[src/rtl/bitstream_decoder_if.sv]
// Serial-in / decoded-fields-out bundle for bitstream_decoder.
// master: bit source + packet consumer; slave: the decoder.
interface bitstream_decoder_if #(
  parameter int DATA_W = 64,
  parameter int ADDR_W = 7,
  parameter int ENDP_W = 4
);
  logic              inb;
  logic              bit_valid;
  logic              line_active;
  logic [3:0]        pid;
  logic [ADDR_W-1:0] addr;
  logic [ENDP_W-1:0] endp;
  logic [DATA_W-1:0] data;
  logic              pkt_done;
  logic              pkt_err;
  logic [1:0]        err_code;
  logic              busy;

  modport master (
    output inb, bit_valid, line_active,
    input  pid, addr, endp, data,
    input  pkt_done, pkt_err, err_code, busy
  );

  modport slave (
    input  inb, bit_valid, line_active,
    output pid, addr, endp, data,
    output pkt_done, pkt_err, err_code, busy
  );
endinterface

[src/rtl/bitstream_decoder.sv]
// Serial packet decoder: SYNC hunt, PID/ADDR/ENDP/DATA fields LSB first.
// Ports: clk, rst (async high), bus (slave: inb/bit_valid/line_active in, fields+pulses out).
module bitstream_decoder #(
  parameter int         DATA_W   = 64,
  parameter int         ADDR_W   = 7,
  parameter int         ENDP_W   = 4,
  parameter logic [7:0] SYNC_PAT = 8'b1000_0000
) (
  input logic           clk,
  input logic           rst,
  bitstream_decoder_if.slave bus
);

  typedef enum logic [2:0] {
    S_HUNT, S_PID, S_ADDR, S_ENDP, S_DATA
  } state_t;

  localparam logic [3:0] PID_OUT   = 4'b0001;
  localparam logic [3:0] PID_IN    = 4'b1001;
  localparam logic [3:0] PID_DATA0 = 4'b0011;
  localparam logic [3:0] PID_ACK   = 4'b0010;
  localparam logic [3:0] PID_NAK   = 4'b1010;

  localparam logic [6:0] PID_LAST  = 7'd7;
  localparam logic [6:0] ADDR_LAST = 7'(ADDR_W - 1);
  localparam logic [6:0] ENDP_LAST = 7'(ENDP_W - 1);
  localparam logic [6:0] DATA_LAST = 7'(DATA_W - 1);

  state_t            state_q, state_n;
  logic [7:0]        win_q, win_n;
  logic [DATA_W-1:0] sr_q, sr_n;
  logic [6:0]        cnt_q;
  logic [3:0]        pid_hold_q;
  logic [ADDR_W-1:0] addr_hold_q;
  logic [3:0]        pid_q;
  logic [ADDR_W-1:0] addr_q;
  logic [ENDP_W-1:0] endp_q;
  logic [DATA_W-1:0] data_q;
  logic              done_q, err_q;
  logic [1:0]        code_q;

  logic              acc, last, ok, err;
  logic [1:0]        code;
  logic [7:0]        pid_byte;
  logic [3:0]        pid_lo;

  // Fields fill the top of one shared register; after W shifts
  // the field sits in sr[DATA_W-1 -: W].
  assign acc      = bus.bit_valid & bus.line_active;
  assign win_n    = {bus.inb, win_q[7:1]};
  assign sr_n     = {bus.inb, sr_q[DATA_W-1:1]};
  assign pid_byte = sr_n[DATA_W-1 -: 8];
  assign pid_lo   = pid_byte[3:0];

  always_comb begin
    last = 1'b0;
    unique case (state_q)
      S_PID:   last = (cnt_q == PID_LAST);
      S_ADDR:  last = (cnt_q == ADDR_LAST);
      S_ENDP:  last = (cnt_q == ENDP_LAST);
      S_DATA:  last = (cnt_q == DATA_LAST);
      default: last = 1'b0;
    endcase
  end

  // state register
  always_ff @(posedge clk or posedge rst) begin
    if (rst) state_q <= S_HUNT;
    else     state_q <= state_n;
  end

  // next state and end-of-packet events
  always_comb begin
    state_n = state_q;
    ok      = 1'b0;
    err     = 1'b0;
    code    = 2'b00;
    if (state_q == S_HUNT) begin
      if (acc && win_n == SYNC_PAT) state_n = S_PID;
    end else if (!bus.line_active) begin
      // truncation wins over a bit arriving the same cycle
      err     = 1'b1;
      code    = 2'b11;
      state_n = S_HUNT;
    end else if (bus.bit_valid && last) begin
      unique case (state_q)
        S_PID: begin
          state_n = S_HUNT;
          if (pid_lo != ~pid_byte[7:4]) begin
            err  = 1'b1;
            code = 2'b01;
          end else begin
            unique case (1'b1)
              (pid_lo == PID_ACK) || (pid_lo == PID_NAK):
                ok = 1'b1;
              (pid_lo == PID_OUT) || (pid_lo == PID_IN):
                state_n = S_ADDR;
              (pid_lo == PID_DATA0):
                state_n = S_DATA;
              default: begin
                err  = 1'b1;
                code = 2'b10;
              end
            endcase
          end
        end
        S_ADDR: state_n = S_ENDP;
        S_ENDP: begin
          ok      = 1'b1;
          state_n = S_HUNT;
        end
        S_DATA: begin
          ok      = 1'b1;
          state_n = S_HUNT;
        end
        default: state_n = S_HUNT;
      endcase
    end
  end

  // datapath and registered outputs
  always_ff @(posedge clk or posedge rst) begin
    if (rst) begin
      win_q       <= '0;
      sr_q        <= '0;
      cnt_q       <= '0;
      pid_hold_q  <= '0;
      addr_hold_q <= '0;
      pid_q       <= '0;
      addr_q      <= '0;
      endp_q      <= '0;
      data_q      <= '0;
      done_q      <= 1'b0;
      err_q       <= 1'b0;
      code_q      <= 2'b00;
    end else begin
      done_q <= ok;
      err_q  <= err;
      if (ok || err) code_q <= code;

      if (state_q != S_HUNT || !bus.line_active)
        win_q <= '0;
      else if (bus.bit_valid)
        win_q <= win_n;

      if (state_n != state_q) cnt_q <= '0;
      else if (acc)           cnt_q <= cnt_q + 7'd1;

      if (acc && state_q != S_HUNT) sr_q <= sr_n;

      if (acc && last && state_q == S_PID)
        pid_hold_q <= pid_lo;
      if (acc && last && state_q == S_ADDR)
        addr_hold_q <= sr_n[DATA_W-1 -: ADDR_W];

      if (ok) begin
        unique case (state_q)
          S_PID: pid_q <= pid_lo;
          S_ENDP: begin
            pid_q  <= pid_hold_q;
            addr_q <= addr_hold_q;
            endp_q <= sr_n[DATA_W-1 -: ENDP_W];
          end
          S_DATA: begin
            pid_q  <= pid_hold_q;
            data_q <= sr_n;
          end
          default: pid_q <= pid_q;
        endcase
      end
    end
  end

  // output drive
  always_comb begin
    bus.pid      = pid_q;
    bus.addr     = addr_q;
    bus.endp     = endp_q;
    bus.data     = data_q;
    bus.pkt_done = done_q;
    bus.pkt_err  = err_q;
    bus.err_code = code_q;
    bus.busy     = (state_q != S_HUNT);
  end

endmodule

[src/flat_wrapper.sv]
// flat-port wrapper written by rule: the top's interface ports become plain ports
module bitstream_decoder_flat 
#(
  parameter int         DATA_W   = 64,
  parameter int         ADDR_W   = 7,
  parameter int         ENDP_W   = 4,
  parameter logic [7:0] SYNC_PAT = 8'b1000_0000
)
  (clk, rst, bus_inb, bus_bit_valid, bus_line_active, bus_pid, bus_addr, bus_endp, bus_data, bus_pkt_done, bus_pkt_err, bus_err_code, bus_busy);
  bitstream_decoder_if #(.DATA_W(DATA_W), .ADDR_W(ADDR_W), .ENDP_W(ENDP_W)) bus_i ();
  input logic clk;
  input logic rst;
  input wire logic [$bits(bus_i.inb)-1:0] bus_inb;
  input wire logic [$bits(bus_i.bit_valid)-1:0] bus_bit_valid;
  input wire logic [$bits(bus_i.line_active)-1:0] bus_line_active;
  output wire logic [$bits(bus_i.pid)-1:0] bus_pid;
  output wire logic [$bits(bus_i.addr)-1:0] bus_addr;
  output wire logic [$bits(bus_i.endp)-1:0] bus_endp;
  output wire logic [$bits(bus_i.data)-1:0] bus_data;
  output wire logic [$bits(bus_i.pkt_done)-1:0] bus_pkt_done;
  output wire logic [$bits(bus_i.pkt_err)-1:0] bus_pkt_err;
  output wire logic [$bits(bus_i.err_code)-1:0] bus_err_code;
  output wire logic [$bits(bus_i.busy)-1:0] bus_busy;
  assign bus_i.inb = bus_inb;
  assign bus_i.bit_valid = bus_bit_valid;
  assign bus_i.line_active = bus_line_active;
  assign bus_pid = bus_i.pid;
  assign bus_addr = bus_i.addr;
  assign bus_endp = bus_i.endp;
  assign bus_data = bus_i.data;
  assign bus_pkt_done = bus_i.pkt_done;
  assign bus_pkt_err = bus_i.pkt_err;
  assign bus_err_code = bus_i.err_code;
  assign bus_busy = bus_i.busy;
  bitstream_decoder #(.DATA_W(DATA_W), .ADDR_W(ADDR_W), .ENDP_W(ENDP_W), .SYNC_PAT(SYNC_PAT)) u_core (.clk(clk), .rst(rst), .bus(bus_i));
endmodule
[config.mk]
export PLATFORM = sky130hd
export DESIGN_NAME = bitstream_decoder_flat
export DESIGN_NICKNAME = d
export VERILOG_FILES = /design/src/rtl/bitstream_decoder_if.sv /design/src/rtl/bitstream_decoder.sv /design/src/flat_wrapper.sv
export SDC_FILE = /design/constraint.sdc
export NUM_CORES = 1
export LEC_CHECK = 0
export BUFFER_PORTS_ARGS = -buffer_cell sky130_fd_sc_hd__buf_2
export CAP_MARGIN = 20
export CORE_MARGIN = 2
export CORE_UTILIZATION = 45
export DETAILED_ROUTE_END_ITERATION = 10
export GPL_ROUTABILITY_DRIVEN = 0
export PLACE_DENSITY = 0.71
export SLEW_MARGIN = 20
export SYNTH_ARGS = -nofsm -noshare
export SYNTH_HDL_FRONTEND = slang
export SYNTH_SLANG_ARGS = --single-unit
export TNS_END_PERCENT = 10
[constraint.sdc]
create_clock -name clk -period 5.6 [get_ports clk]
set_clock_uncertainty 0.2 [all_clocks]
set_input_delay 0.56 -clock clk [delete_from_list [all_inputs] [get_ports clk]]
set_output_delay 0.56 -clock clk [all_outputs]
set_load 0.05 [all_outputs]
# [Word level (Yosys, flattened, before mapping)]
# Index checks and enable logic that the tools add are counted.
[totals] word_cells=84 ff_bits=176 output_inout_bits=84
[op_classes] eq_ne=16 n_reduce_logical=21 bitwise=2 n_addsub=1 muxes=31
[op_table] cell="$mux 8" n=2
[op_table] cell="$mux 3" n=5
[op_table] cell="$eq 7x3->1 const B" n=2
[op_table] cell="$mux 7" n=2
[op_table] cell="$mux 2" n=6
[op_table] cell="$pmux 3 s2" n=2
[op_table] cell="$mux 1" n=11
[op_table] cell="$eq 4x2->1 const B" n=2
[op_table] cell="$eq 4x4->1 const B" n=2
[op_table] cell="$eq 8x8->1 const B" n=1
[op_table] cell="$pmux 4 s2" n=1
[op_table] cell="$add 7x1->7 const B" n=1
[op_table] cell="$eq 7x2->1 const B" n=1
[op_table] cell="$eq 7x6->1 const B" n=1
[op_table] cell="$eq 3x2->1 const B" n=2
[op_table] cell="$logic_and 1x1->1" n=6
[op_table] cell="$reduce_and 2->1" n=3
[op_table] cell="$reduce_bool 2->1" n=3
[op_table] cell="$eq 4x1->1 const B" n=1
[op_table] cell="$logic_or 1x1->1" n=4
[op_table] cell="$ne 4x4->1" n=1
[op_table] cell="$not 4->4" n=1
[op_table] cell="$pmux 1 s4" n=1
[op_table] cell="$eq 3x1->1 const B" n=1
[op_table] cell="other kinds (9)" n=9

# [Longest topological paths before layout]
# Gate-level depths: netlist of run 1.
[logic_depth] depth_word=10 ltp_mapped=8 ltp_nobuf=5

# [Worst setup path after synthesis of run 1]
# Ideal clock, no wire load.
[synth_path] path_type="reg2reg" startpoint="register u_core.state_q[0]" endpoint="register u_core.sr_q[1]" path_slack_ns=2.951 setup_ns=0.125 t_arrival_ns=2.324 stages_incl_launch_ff=7 cell_sequence="dfrtp_1 -> buf_4 -> nor3_1 -> inv_1 -> nand2_1 -> clkbuf_1 -> mux2_2"
[synth_via] elab_chain_cells=2
[synth_rtl] element="from (decl)" line="bitstream_decoder.sv:29" text="state_t state_q, state_n;"
[synth_rtl] element="from (signal assigned)" line="bitstream_decoder.sv:69" text="else state_q <= state_n;"
[synth_rtl] element="$reduce_bool 3->1"
[synth_rtl] element="named net bus_busy" line="flat_wrapper.sv:23" text="output wire logic [$bits(bus_i.busy)-1:0] bus_busy;"
[synth_rtl] element="$logic_and 1x1->1" line="bitstream_decoder.sv:149" text="if (acc && state_q != S_HUNT) sr_q <= sr_n;"
[synth_rtl] element="to (signal assigned)" line="bitstream_decoder.sv:149"
[synth_rtl] element="to (decl)" line="bitstream_decoder.sv:31" text="logic [DATA_W-1:0] sr_q, sr_n;"
# The timed path passes the listed nets, and every way through them passes these cells.
# A chain may end at the register's enable or synchronous reset.

# [Final worst setup path of run 1]
[layout_path] startpoint="register u_core.cnt_q[3]" endpoint="register u_core.data_q[46] (netlist: u_core.bus.data[46])"
[layout_via] elab_chain_cells=7 elab_cells_between_ends=10 cone_classes="4 x eq/ne; 4 x mux; 2 x reduce/logical"
[layout_rtl] element="from (decl)" line="bitstream_decoder.sv:32" text="logic [6:0] cnt_q;"
[layout_rtl] element="from (signal assigned)" line="bitstream_decoder.sv:147" text="else if (acc) cnt_q <= cnt_q + 7'd1;"
[layout_rtl] element="$eq 7x6->1, or another cell as far along" line="bitstream_decoder.sv:61" text="S_DATA: last = (cnt_q == DATA_LAST);"
[layout_rtl] element="$pmux 1 s4 (*)" line="bitstream_decoder.sv:57" text="unique case (state_q)"
[layout_rtl] element="$logic_and 1x1->1 (*)" line="bitstream_decoder.sv:85" text="end else if (bus.bit_valid && last) begin"
[layout_rtl] element="$mux 1 (*)" line="bitstream_decoder.sv:85"
[layout_rtl] element="$mux 1 (*)" line="bitstream_decoder.sv:80" text="end else if (!bus.line_active) begin"
[layout_rtl] element="$mux 1 (*)" line="bitstream_decoder.sv:78" text="if (state_q == S_HUNT) begin"
[layout_rtl] element="$reduce_and 2->1 (no line) (*)"
[layout_rtl] element="to (signal assigned)" line="bitstream_decoder.sv:166" text="data_q <= sr_n;"
[layout_rtl] element="to (decl)" line="bitstream_decoder.sv:38" text="logic [DATA_W-1:0] data_q;"
# Mark *: on every way between the ends. The rest lies on a longest branch, timed or not.

==> flow_summary.toml, run 1 <==
[outcome]
status = "complete, no violations"

[cells_and_area]
final_core_util = 0.531
diodes = 0
syn_to_final_growth_pct = 15.6
stdcell_area_um2 = 8440
final_common_cell = "dfrtp_1"
nets = 562
fin_cells = 784
layout-drive-gt1-share = 0.500
final_cell_mix = "dfrtp_1, mux2_2, buf_2"

[grt]
gr-total-overflow = 0
track_usage = 0.157
grt_max_degree = 122
antenna_found_initial = 0
grt_pass1_wl_mm = 21.6
grt_pass1_vias = 4204

[synth]
synthArstFlopShare = 1.00
ys_warn_count = 0
synth-simple-area-share = 0.0512
synth_edf_count = 0
synthFlopType = "dfrtp_1"
post_synth.cell_area_avg_um2 = 15.5
syn_nets = 478
synth-seq-cells = 174
synth_top_family_by_area = "multiplexers"
synthMuxAreaShare = 0.282
syn_area_um2 = 7300
synth_compound_area_frac = 0.0211
synth_cell_types = 46
postSynthCellCount = 472
synth_fa_ha_area_frac = 0.00171
synth_xor_area_frac = 0.0132
yosysSeqAreaShare = 0.596

[floorplanning]
die_w_um = 131
num_io_pins = 89
die_y_um = 131
start_util = 0.460
core_um2 = 15900
dieArea_um2 = 17300
rows = 46

[clock_network]
clkTransAtPathRegs_ns = 0.06
cts_buffers = 17
root_buffer = "clkbuf_16"
post_cts_buffers = 0
clk_latency_ns = 0.42
tritoncts = "built"
cts_resized = 0
htreeDepth = 4
postCtsHoldBufs = 0
clock-sinks = 174
clockBufferDepth = 2

[timing]
hold_viol_final = 0
period_needed_ns = 3.64
hold-worst-slack_ns = 0.110
drv_slew = 0
fmax_ghz = 0.275
setup_viol = 0
fin_tns_setup_ns = 0
layout_worst_path_cycle_share = 0.650
rsz0062_at_grt = "false"
slew_headroom = 0.362
tightest_slew_ns = 0.958

[setup_path]
crit_fanout = 49
required_ns = 5.71
cp_data_arrival_time_ns = 3.74
crit_buf_inv = 1
crit_slowest_cell = "and3_4"
crit_family = "simple AND/OR/NAND/NOR gates"
worstSetupPathType = "register to register"
crit_path_end_kind = "register"
startpoint_type = "register"
slowest_delay_ns = 0.91
crit_chain = "or3_1 -> a211o_1 -> a211oi_4 -> and3_4 -> buf_4 -> mux2_4"

[drt]
wl_per_cell_um = 16.6
routed_wl_mm = 13.0
viasPerCell = 5.10
final_antenna_net_count = 0
drt-pass1-iter-count = 4
num_vias = 4000
drt_iter0_markers = 189
drcViolationCount = 0

[placement]
dpl.cell_count = 753
io_buffers = 88
place_area_um2 = 7820
place_hpwl_mm = 8.49

[pwr]
leakagePower_nw = 4.43
peakVddDrop_mv = 0.243
p_per_area_nw_per_um2 = 317

[worst_hold_path]
min_path_type = "input pin to async pin"

[run]
cap_violations = 0
[path summary, 6_finish.rpt]
kind,startpoint,to,slack (ns),cells past startpoint
max,u_core.cnt_q[3],u_core.bus.data[46],1.96,6
min,rst,u_core.bus.data[23],0.11,2
max reg2reg,u_core.cnt_q[3],u_core.bus.data[46],1.96,6
min reg2reg,u_core.addr_hold_q[6],u_core.bus.addr[6],0.30,1
max in group asynchronous,rst,u_core.sr_q[59],3.89,3
min in group clk,bus_inb,u_core.addr_hold_q[6],0.29,2
[flip-flops by register name, summed over array words and instances (netlist names), 2 cells and up]
| name | flops |
|---|---|
| u_core.addr_hold_q | 7 |
| u_core.bus.err_code | 2 |
| u_core.pid_hold_q | 4 |
| u_core.bus.data | 64 |
| u_core.state_q | 3 |
| u_core.bus.addr | 7 |
| u_core.bus.pid | 4 |
| u_core.sr_q | 63 |
| u_core.cnt_q | 7 |
| u_core.win_q | 7 |
| u_core.bus.endp | 4 |
[routing by layer]
metal / global-route usage / up-vias / routed length, um
li1: - / 1845 / -
met4: 0.0580 / 0 / 158
met5: 0 / - / 0
met1: 0.212 / 2064 / 6140
met3: 0.0405 / 13 / 513
met2: 0.247 / 78 / 6170
[layout make-up]
type,count,area (um^2)
Timing Repair Buffer,91,463
Inverter,6,30.0
Fill cell,1323,7440
Multi-Input combinational cell,266,2710
Clock buffer,23,488
Sequential cell,174,4350
Clock inverter,8,131
Tap cell,216,270
[synth_stat cells (6+ instances only)]
cell      number  area (um^2)
xor2_1         6         52.6
mux2i_1        9         90.1
clkbuf_1       7         26.3
dfrtp_1      174         4350
mux2_2        95         1070
buf_2          9         45.0
nor2_1        21         78.8
buf_12         6          120
nand2_1       11         41.3
inv_1          6         22.5
mux2_4        60          901
nand4_1        6         37.5
[cell families (layout without fill, tap and decap cells)]
kind of cell             count (synthesis)  in the layout
AO/OA/AOI/OAI                           21             21
XOR/XNOR                                11             11
adder cells (fa/ha/maj)                  1              1
buffers and inverters                   32            128
flip-flops                             174            174
multiplexers                           164            164
AND/OR/NAND/NOR                         69             69
[power by group]
part | switching (W) | internal, W | leakage [nW]
clock network | 0.000469 | 0.000749 | 0.296
logic | 0.0000810 | 0.0000494 | 1.72
registers | 0.0000427 | 0.00128 | 2.41
[metrics by stage]
stage / setup WS, ns / power, W
after floorplan: 0.123 / 0.00144
after global placement: 2.06 / 0.00147
after detailed placement: 1.94 / 0.00148
after CTS: 1.94 / 0.00271
after global routing: 1.80 / 0.00278
final: 1.96 / 0.00267
(Power assumes the default switching activity.)
==> run 2, diff against run 1 <==
--- a/config.mk
+++ b/config.mk
@@ -11,7 +11,7 @@
 export CORE_UTILIZATION = 45
 export DETAILED_ROUTE_END_ITERATION = 10
 export GPL_ROUTABILITY_DRIVEN = 0
-export PLACE_DENSITY = 0.71
+export PLACE_DENSITY = 0.68
 export SLEW_MARGIN = 20
 export SYNTH_ARGS = -nofsm -noshare
 export SYNTH_HDL_FRONTEND = slang
==> constraint.sdc (replaced) <==
create_clock -name clk -period 3.53 [get_ports clk]
set_clock_uncertainty 0.2 [all_clocks]
set_input_delay 0.353 -clock clk [delete_from_list [all_inputs] [get_ports clk]]
set_output_delay 0.353 -clock clk [all_outputs]
set_load 0.05 [all_outputs]
==> run 2 against run 1 <==
Net effect: die area did not move; sequential cell count did not move; sequential power rose by 59%; power rose by 54%; combinational power rose by 67%; count of clock-buffer cells in the layout rose by 1; utilization rose by 0.58 points.
==> flow_summary.toml, run 2 (synthesized netlist as in run 1, its figures left out) <==
[clock_network]
root_buffer = "clkbuf_16"
htreeDepth = 4
tritoncts = "built"
post_cts_buffers = 0
clkTransAtPathRegs_ns = 0.06
postCtsHoldBufs = 1
clockBufferDepth = 2
cts_buffers = 17
cts_resized = 0
clock-sinks = 174
clk_latency_ns = 0.42

[cells_and_area]
fillers = 1349
layout-drive-gt1-share = 0.507
final_cell_mix = "dfrtp_1, mux2_2, buf_2"
diodes = 0
nets = 571
final_common_cell = "dfrtp_1"
largest_reg_flops = 64
final_core_util = 0.537
syn_to_final_growth_pct = 16.9
stdcell_area_um2 = 8530

[grt]
grt_pass1_vias = 4150
grt_pass1_wl_mm = 21.9
track_usage = 0.159
gr-total-overflow = 0
antenna_found_initial = 0
grt_max_degree = 65

[floorplanning]
die_w_um = 131
dieArea_um2 = 17300
num_io_pins = 89
rows = 46
die_y_um = 131
core_um2 = 15900
start_util = 0.460

[setup_path]
required_ns = 3.64
cp_data_arrival_time_ns = 3.00
worstSetupPathType = "register to register"
crit_fanout = 11
crit_path_end_kind = "register"
startpoint_type = "register"

[timing]
layout_worst_path_cycle_share = 0.821
fin_tns_setup_ns = 0
period_needed_ns = 2.90
hold-worst-slack_ns = 0.0773
fmax_ghz = 0.345
hold_viol_final = 0
slew_headroom = 0.637
setup_viol = 0
rsz0062_at_grt = "false"
drv_slew = 0
tightest_slew_ns = 0.543

[pwr]
p_per_area_nw_per_um2 = 483
peakVddDrop_mv = 0.349
leakagePower_nw = 4.47

[placement]
place_hpwl_mm = 8.65
place_area_um2 = 7940
io_buffers = 88

[worst_hold_path]
min_path_type = "input pin to register"

[drt]
wl_per_cell_um = 16.3
drt_iter0_markers = 209
viasPerCell = 5.05
final_antenna_net_count = 0
num_vias = 4006
drt-pass1-iter-count = 4
routed_wl_mm = 12.9
drcViolationCount = 0

[outcome]
status = "complete, no violations"

[run]
cap_violations = 0
run 2: report_power, final:
group	internal [W]	switching [W]	total (W)
logic	0.0000864	0.000130	0.000217
clock network	0.00107	0.000740	0.00181
registers	0.00203	0.0000669	0.00210
total	0.00319	0.000937	0.00412
run 2: path summary, 6_finish.rpt:
| check | startpoint | end | slack [ns] | cells after the start |
|---|---|---|---|---|
| max in group asynchronous | rst | u_core.sr_q[10] | 2.02 | 4 |
| setup reg to reg | u_core.state_q[2] | u_core.bus.data[22] | 0.63 | 7 |
| hold / removal | bus_inb | u_core.bus.data[63] | 0.08 | 2 |
| min in group asynchronous | rst | u_core.sr_q[42] | 0.34 | 3 |
| hold reg to reg | u_core.bus.endp[1] | u_core.bus.endp[1] | 0.30 | 1 |
| setup / recovery | u_core.state_q[2] | u_core.bus.data[22] | 0.63 | 7 |
run 2: final cells by class:
type	count	area [um^2]	share of cell area
Clock buffer	24	502	0.0588
Clock inverter	8	81.3	0.00953
Inverter	6	26.3	0.00308
Multi-Input combinational cell	266	2710	0.317
Sequential cell	174	4350	0.510
Tap cell	216	270	0.0317
Timing Repair Buffer	100	596	0.0698
run 2: routing by layer:
metal  global-route usage  vias up  share of wire
li1                     -     1855              -
met1                0.220     2056           0.47
met2                0.242       76           0.47
met3               0.0471       19          0.041
met4               0.0568        0          0.017
met5                    0        -              0
run 2: critical path, stage by stage (launching register included):
cell and delay, ns:
dfrtp_1 0.54, nor3b_2 0.40, nand4_1 0.24, a211oi_4 0.25
buf_4 0.20, and3_4 0.34, buf_4 0.29, mux2_4 0.32
run 2: per-stage QoR:
stage,setup slack (ns),power [W],instances
2_1_floorplan,0.752,0.00229,472
3_3_place_gp,0.738,0.00235,761
3_5_place_dp,0.674,0.00236,761
4_1_cts,0.644,0.00418,794
5_1_grt,0.505,0.00429,794
6_report,0.632,0.00412,794
